**src/rtl/routing_odd_even_adaptive.sv**
```systemverilog
// Registered odd-even adaptive route calculator, one request channel per router input port.
// Optional build macro ROUTE_REROUTE_EN: reroute a held adaptive route whose chosen output stays starved.
module routing_odd_even_adaptive #(
  parameter int X_LOC       = 0,
  parameter int Y_LOC       = 0,
  parameter int X_NODES     = 4,
  parameter int Y_NODES     = 4,
  parameter int N           = 5,
  parameter int CW          = 3,
  parameter int STALL_LIMIT = 4,
  localparam int XW = (X_NODES > 1) ? $clog2(X_NODES) : 1,
  localparam int YW = (Y_NODES > 1) ? $clog2(Y_NODES) : 1
) (
  input  logic                   clk,
  input  logic                   reset,
  input  logic [N-1:0]           i_req_valid,
  output logic [N-1:0]           o_req_ready,
  input  logic [N-1:0][XW-1:0]   i_x_source,
  input  logic [N-1:0][XW-1:0]   i_x_dest,
  input  logic [N-1:0][YW-1:0]   i_y_dest,
  input  logic [4:0][CW-1:0]     i_credit,
  output logic [N-1:0]           o_route_valid,
  output logic [N-1:0][4:0]      o_route_dir,
  output logic [N-1:0]           o_route_adaptive,
  output logic [N-1:0]           o_route_err,
  input  logic [N-1:0]           i_route_ack
);

  localparam logic [XW-1:0] XL   = XW'(X_LOC);
  localparam logic [YW-1:0] YL   = YW'(Y_LOC);
  localparam logic [XW:0]   XLIM = (XW+1)'(X_NODES);
  localparam logic [YW:0]   YLIM = (YW+1)'(Y_NODES);

  typedef enum logic {IDLE = 1'b0, HOLD = 1'b1} state_t;

  function automatic logic [CW-1:0] credit_of(input logic [4:0] oh, input logic [4:0][CW-1:0] cr);
    logic [CW-1:0] r;
    r = '0;
    for (int d = 0; d < 5; d++)
      if (oh[d]) r = cr[d];
    return r;
  endfunction

  for (genvar c = 0; c < N; c++) begin : g_ch
    logic [XW-1:0] sx, dxv;
    logic [YW-1:0] dyv;
    logic [4:0]    cand, ns, lo, hi, pick;
    logic [CW-1:0] clo, chi;
    logic          two, tie, err_c, accept;
    state_t        state;
    logic          rr, valid_q, adap_q, err_q;
    logic [4:0]    dir_q;
`ifdef ROUTE_REROUTE_EN
    localparam int SW = $clog2(STALL_LIMIT + 1);
    logic [4:0]    alt_q;
    logic [SW-1:0] cnt_q;
`endif

    assign sx  = i_x_source[c];
    assign dxv = i_x_dest[c];
    assign dyv = i_y_dest[c];

    // Odd-even turn model: east-to-north/south turns are forbidden in even columns, north/south-to-west in odd ones.
    always_comb begin
      cand  = '0;
      err_c = 1'b0;
      ns    = (dyv > YL) ? 5'b00010 : 5'b01000;
      if (({1'b0, dxv} >= XLIM) || ({1'b0, dyv} >= YLIM)) begin
        err_c = 1'b1;
      end else if (dxv == XL) begin
        cand = (dyv == YL) ? 5'b00001 : ns;
      end else if (dxv > XL) begin
        if (dyv == YL) begin
          cand = 5'b00100;
        end else begin
          if (XL[0] || (sx == XL))
            cand |= ns;
          if (dxv[0] || (({1'b0, dxv} - {1'b0, XL}) >= (XW+1)'(2)))
            cand |= 5'b00100;
        end
      end else begin
        cand = 5'b10000;
        if ((dyv != YL) && !XL[0])
          cand |= ns;
      end
    end

    always_comb begin
      lo   = cand & (~cand + 5'd1);
      hi   = cand & ~lo;
      two  = |hi;
      clo  = credit_of(lo, i_credit);
      chi  = credit_of(hi, i_credit);
      tie  = 1'b0;
      pick = cand;
      if (err_c) begin
        pick = 5'b00001;
      end else if (two) begin
        if (clo > chi)
          pick = lo;
        else if (chi > clo)
          pick = hi;
        else begin
          tie  = 1'b1;
          pick = rr ? hi : lo;
        end
      end
    end

    assign o_req_ready[c] = (state == IDLE) | i_route_ack[c];
    assign accept         = i_req_valid[c] & o_req_ready[c];

    // An ack with a new request reloads HOLD directly, so a channel can route every cycle.
    always_ff @(posedge clk) begin
      if (reset) begin
        state   <= IDLE;
        valid_q <= 1'b0;
        dir_q   <= '0;
        adap_q  <= 1'b0;
        err_q   <= 1'b0;
        rr      <= 1'b0;
`ifdef ROUTE_REROUTE_EN
        alt_q   <= '0;
        cnt_q   <= '0;
`endif
      end else if (accept) begin
        state   <= HOLD;
        valid_q <= 1'b1;
        dir_q   <= pick;
        adap_q  <= two;
        err_q   <= err_c;
        if (tie)
          rr <= ~rr;
`ifdef ROUTE_REROUTE_EN
        alt_q   <= cand & ~pick;
        cnt_q   <= '0;
`endif
      end else if ((state == HOLD) && i_route_ack[c]) begin
        state   <= IDLE;
        valid_q <= 1'b0;
`ifdef ROUTE_REROUTE_EN
        cnt_q   <= '0;
`endif
      end
`ifdef ROUTE_REROUTE_EN
      else if ((state == HOLD) && adap_q && (credit_of(dir_q, i_credit) == '0)) begin
        if ((cnt_q >= SW'(STALL_LIMIT - 1)) && (credit_of(alt_q, i_credit) != '0)) begin
          dir_q <= alt_q;
          alt_q <= dir_q;
          cnt_q <= '0;
        end else if (cnt_q < SW'(STALL_LIMIT)) begin
          cnt_q <= cnt_q + 1'b1;
        end
      end
`endif
    end

    assign o_route_valid[c]    = valid_q;
    assign o_route_dir[c]      = dir_q;
    assign o_route_adaptive[c] = adap_q;
    assign o_route_err[c]      = err_q;
  end

endmodule
```
**config.mk**
```make
export PLATFORM = sky130hd
export DESIGN_NAME = routing_odd_even_adaptive
export DESIGN_NICKNAME = d
export VERILOG_FILES = /design/src/rtl/routing_odd_even_adaptive.sv
export SDC_FILE = /design/constraint.sdc
export NUM_CORES = 1
export LEC_CHECK = 0
export CAP_MARGIN = 0
export CORE_UTILIZATION = 48
export CTS_BUF_LIST = sky130_fd_sc_hd__clkbuf_8
export DETAILED_ROUTE_END_ITERATION = 16
export HOLD_SLACK_MARGIN = 0.12
export PLACE_DENSITY = 0.88
export SYNTH_ARGS = -nofsm -noshare
export SYNTH_HDL_FRONTEND = slang
export SYNTH_SLANG_ARGS = --single-unit
```
**constraint.sdc**
```tcl
create_clock -name clk -period 5.6 [get_ports clk]
set_clock_uncertainty 0.05 [all_clocks]
set_input_delay 1.12 -clock clk [delete_from_list [all_inputs] [get_ports clk]]
set_output_delay 1.12 -clock clk [all_outputs]
set_load 0.005 [all_outputs]
```
# [Word-level counts from Yosys, hierarchy flattened]
# Index checks and enable logic that the tools add are counted.
[op_classes] addsub=5 n_lt_le_gt_ge=25 n_mux=135 bitwise=40 reduce_logical=45
[ops] op="two-way mux 3 bit" count=55
[ops] op="two-way mux 5 bit" count=30
[ops] op="two-way mux 4 bit" count=25
[ops] op="AND 5 bit" count=10
[ops] op="NOT 5 bit" count=10
[ops] op="greater-than comparator 3 bit" count=10
[ops] op="zero test 2 bit" count=15
[ops] op="adder 5 x 1 -> 5 bit (second input constant)" count=5
[ops] op="two-way mux 1 bit" count=25
[ops] op="OR reduction 5 bit" count=5
[ops] op="greater-than comparator 2 x 1 -> 1 bit (second input constant)" count=10
[ops] op="nonzero test 2 bit" count=10
[ops] op=">= comparator 2 bit (second input constant)" count=5
[ops] op="NOT 1 bit" count=10
[ops] op="AND reduction 2 bit" count=5
[ops] op="AND 1 bit" count=5
[ops] op="logical AND 1 bit" count=5
[ops] op="logical OR 1 bit" count=5
[ops] op="bitwise OR 1 bit" count=5
[word_totals] register_bits=40 inputBits=57 out_inout_bits=45 word_cells=270

# [Longest topological paths before layout]
[logic_depth] word_depth=22 ltp_mapped=9 mapped_depth_nobuf=9

# [Worst setup path before layout]
# No wires, ideal clock.
[synth_path] path_type="input -> register" from="input i_y_dest[9] in the netlist's numbering" to="register g_ch[4].rr" setup_time_ns=0.123 t_arrival_ns=3.120 t_required_ns=5.427 path_slack_ns=2.307 path_stages=9 path_buffers=0 cell_sequence="nor4_2 -> mux2i_1 -> nor2_1 -> a21oi_1 -> ha_1 -> nor2b_1 -> a221oi_1 -> nor4b_2 -> mux2_1"
[synth_via] elab_chain_len=21 word_cells_on_any_way=33 cone_classes="add/sub: 1; order compare: 3; mux: 21; bitwise: 4; reduce/logical: 4"
[synth_lines] element="from (decl)" line_no="20" text="input logic [N-1:0][YW-1:0] i_y_dest,"
[synth_lines] element="greater-than comparator 2 x 1 -> 1 bit" line_no="67" text="ns = (dyv > YL) ? 5'b00010 : 5'b01000;"
[synth_lines] element="two-way mux 4 bit" line_no="67"
[synth_lines] element="two-way mux 4 bit" line_no="76" text="if (XL[0] || (sx == XL))"
[synth_lines] element="two-way mux 3 bit" line_no="78" text="if (dxv[0] || (({1'b0, dxv} - {1'b0, XL}) >= (XW+1)'(2)))"
[synth_lines] element="two-way mux 4 bit" line_no="73" text="if (dyv == YL) begin"
[synth_lines] element="two-way mux 5 bit" line_no="72" text="end else if (dxv > XL) begin"
[synth_lines] element="two-way mux 5 bit *" line_no="70" text="end else if (dxv == XL) begin"
[synth_lines] element="NOT 5 bit" line_no="89" text="lo = cand & (~cand + 5'd1);"
[synth_lines] element="[... 2 more ...]"
[synth_lines] element="NOT 5 bit" line_no="90" text="hi = cand & ~lo;"
[synth_lines] element="AND 5 bit" line_no="90"
[synth_lines] element="two-way mux 3 bit (4 in series)" line_no="40" text="if (oh[d]) r = cr[d];"
[synth_lines] element="greater-than comparator 3 bit" line_no="101" text="else if (chi > clo)"
[synth_lines] element="two-way mux 1 bit" line_no="101"
[synth_lines] element="two-way mux 1 bit" line_no="99" text="if (clo > chi)"
[synth_lines] element="two-way mux 1 bit *" line_no="98" text="end else if (two) begin"
[synth_lines] element="AND reduction 2 bit (no line) *"
[synth_lines] element="to (signal assigned)" line_no="133" text="rr <= ~rr;"
[synth_lines] element="to (decl)" line_no="51" text="logic rr, valid_q, adap_q, err_q;"
# Every way passes the cells marked *; elsewhere a longest branch is shown, timed or not.
# A chain may end at the register's enable or synchronous reset.

# [Worst setup path after layout]
# Ends and elaborated chain as after synthesis.

==> out/qor.csv <==
metric,value,unit
syn_area,2460,um^2
grt_most_used_layer,met2,
netlist_instances,300,
relSlewSlack,47.6,%
drive_above_1_share,6.17,%
p_per_area,187,nW/um^2
chipWidth,73.6,um
ant_nets,0,
rr_startpoint,g_ch[0].valid_q,
synth_cell_types,42,
synth_top_area_cell,dfxtp_1,
async_reset_ff_share,0,%
ys_warn_count,0,
vias,2395,
synth_edf_count,0,
worstPathRequired,5.72,ns
grt_use_met2,39.6,%
status,"finished, final reports clean",
multi_input_area,1590,um^2
reg2reg_to,g_ch[0].rr,
clk_latency,0.29,ns
clock-sinks,35,
finalCriticalPeriod,3.82,ns
coreArea,4820,um^2
arrival,3.94,ns
maxCapViolCount,0,
grt_remaining_overflow,0,
cts_hold_buf,0,
grt_use_met3,6.45,%
fillers,405,
cp_max_fo,4,
reg2reg_slack,4.06,ns
grt_pass1_vias,2296,
drtIter0Drc,74,
fmax,262,MHz
die_h,73.6,um
nets,445,
antenna_cells,0,
io_pins,102,
netlist.area_leader.share,28.5,%
cp-end-kind,flop,
slew_viol_final,0,
cts_buffers,5,
path_clk_slew,0.07,ns
reg2reg_depth,4,
portBuffers,85,
final_util,69.3,%
rsz0062_at_grt,no,
wl_per_cell,13.4,um
crit_start,i_y_dest[9],
cellLeakagePower,1.26,nW
critPathLaunchType,primary input,
clockRootBuffer,clkbuf_8,
hold_viol,0,
cp-endpoint,g_ch[4].rr,
ys_seq_area_share,28.5,%
vdd_ir_drop_max,0.116,mV
fin_crit_sh,68.2,%
gr-usage-met1,25.5,%
fin_ws,1.78,ns
final-setup-viol-count,0,
drc_errors,0,
track_usage,22.6,%
grt_max_degree,41,
synthTopCellsByArea,"dfxtp_1 28%, ha_1 7.6%, buf_4 6.1%",
wl,5890,um
hold_path_class,reg -> reg,
synth-main-ff-cell,dfxtp_1,
synth.avg_cell_area,8.20,um^2
drtPass1Iterations,4,
cts_htree_levels,2,
clockBufferDepth,2,
worstMarginPinSlew,0.778,ns
cts_resized,0,
ys_ff_latch,35,
critPathKind,in -> reg,
dp_slack,1.50,ns
dp_hpwl,4550,um
viasPerCell,5.44,
area_growth,35.8,%
setup-tns-final,0,ns
cts_tree,yes,
die-area,5410,um^2
placementRows,25,
regArea,701,um^2
antenna_found_initial,0,
post_cts_buffers,0,
start_util,51.1,%
gp_congestion,0.867,
grt_pass1_wl,9520,um
## synth_stat cells, drive strengths merged (2+ instances only)
master	n
a211oi	4
a21oi	29
a311oi	3
and2	15
and3b	3
and4b	3
buf	24
clkbuf	5
dfxtp	35
ha	15
inv	6
mux2	5
mux2i	9
nand2	27
nand2b	12
nand3	7
nand3b	3
nor2	31
nor2b	6
nor3	7
nor3b	5
nor4	7
nor4b	4
o21ai	6
o221ai	6
o22ai	9
o32a	2
or2	3
or3	3
## per-stage QoR
step                      area, um^2  power [mW]  instances  hold WS, ns
after floorplan                 2490       0.368        309        0.387
after global placement          3250       0.436        433        0.393
after detailed placement        3250       0.444        433        0.396
after CTS                       3340       0.626        440        0.405
after global routing            3340       0.658        440        0.432
final                           3340       0.624        440        0.404
## cells by family after synthesis
| group | synth area share, % |
|---|---|
| AOI/OAI and AO/OA | 15.6 |
| adders and majority gates | 7.63 |
| buffers and inverters | 8.39 |
| DFF | 28.5 |
| muxes | 5.95 |
| other | 0.152 |
| and+or+nand+nor | 33.8 |
## worst max-delay path: stages
cell and delay, ns:
clkdlybuf4s50_1 0.45, nor4_2 0.59, mux2i_1 0.28, nor2_1 0.05, a21oi_1 0.15, ha_1 0.28
nor2b_1 0.14, a221oi_1 0.44, nor4b_2 0.11, mux2_1 0.33
## power by group
| group | switching, mW | total, mW | internal [mW] |
|---|---|---|---|
| Combinational | 0.0847 | 0.177 | 0.0918 |
| Clock | 0.0876 | 0.184 | 0.0964 |
| Sequential | 0.00483 | 0.263 | 0.259 |
| Total | 0.177 | 0.624 | 0.447 |
## state kept, by name, summed over array words and instances (netlist names)
| signal | cells |
|---|---|
| g_ch.valid_q | 5 |
| g_ch.dir_q | 20 |
| g_ch.adap_q | 5 |
| g_ch.rr | 5 |
## routing by layer
layer / part of all wire [%] / wire length (um) / vias up
met5: 0 / 0 / -
met4: 1.2 / 70 / 0
met3: 7.8 / 461 / 10
met2: 49 / 2860 / 90
met1: 42 / 2490 / 1096
li1: - / - / 1199
## worst min path at each step
stage / start / to / slack [ns] / depth (start not counted)
floorplan: g_ch[3].adap_q / g_ch[3].adap_q / 0.39 / 2
global placement: g_ch[2].dir_q[0] / g_ch[2].dir_q[0] / 0.39 / 2
detailed placement: g_ch[2].dir_q[1] / g_ch[2].dir_q[1] / 0.40 / 2
CTS: g_ch[3].adap_q / g_ch[3].adap_q / 0.41 / 2
global route: g_ch[4].dir_q[0] / g_ch[4].dir_q[0] / 0.43 / 2
finish: g_ch[2].dir_q[1] / g_ch[2].dir_q[1] / 0.40 / 2
## placed cells by master, fill, tap and decap left out, types with 3 or more instances in the layout
master and n:
nor3_2 3, and3b_1 3, ha_1 15, a311oi_1 3, nor4b_2 4, nor4_1 3
dfxtp_1 35, inv_1 6, and4b_1 3, conb_1 10, nand2_1 27, nand2b_1 12
mux2i_1 9, clkdlybuf4s50_1 85, nor3_1 4, nand3_1 7, nor2b_1 6, o221ai_1 6
a21oi_1 29, clkbuf_8 6, o22ai_1 9, nand3b_1 3, nor3b_1 5, or3_1 3
o21ai_0 6, a211oi_1 3, mux2_2 3, nor2_1 31, and2_1 13, or2_1 3
## area by class of cell
type / count / share of cell area (%)
clock buffer: 6 / 2.47
clock inverter: 1 / 0.150
inverter: 6 / 0.674
multi-input combinational: 239 / 47.5
sequential: 35 / 21.0
tap: 67 / 2.51
timing repair buffer: 86 / 25.7
Power figures use the tool's default switching activity.
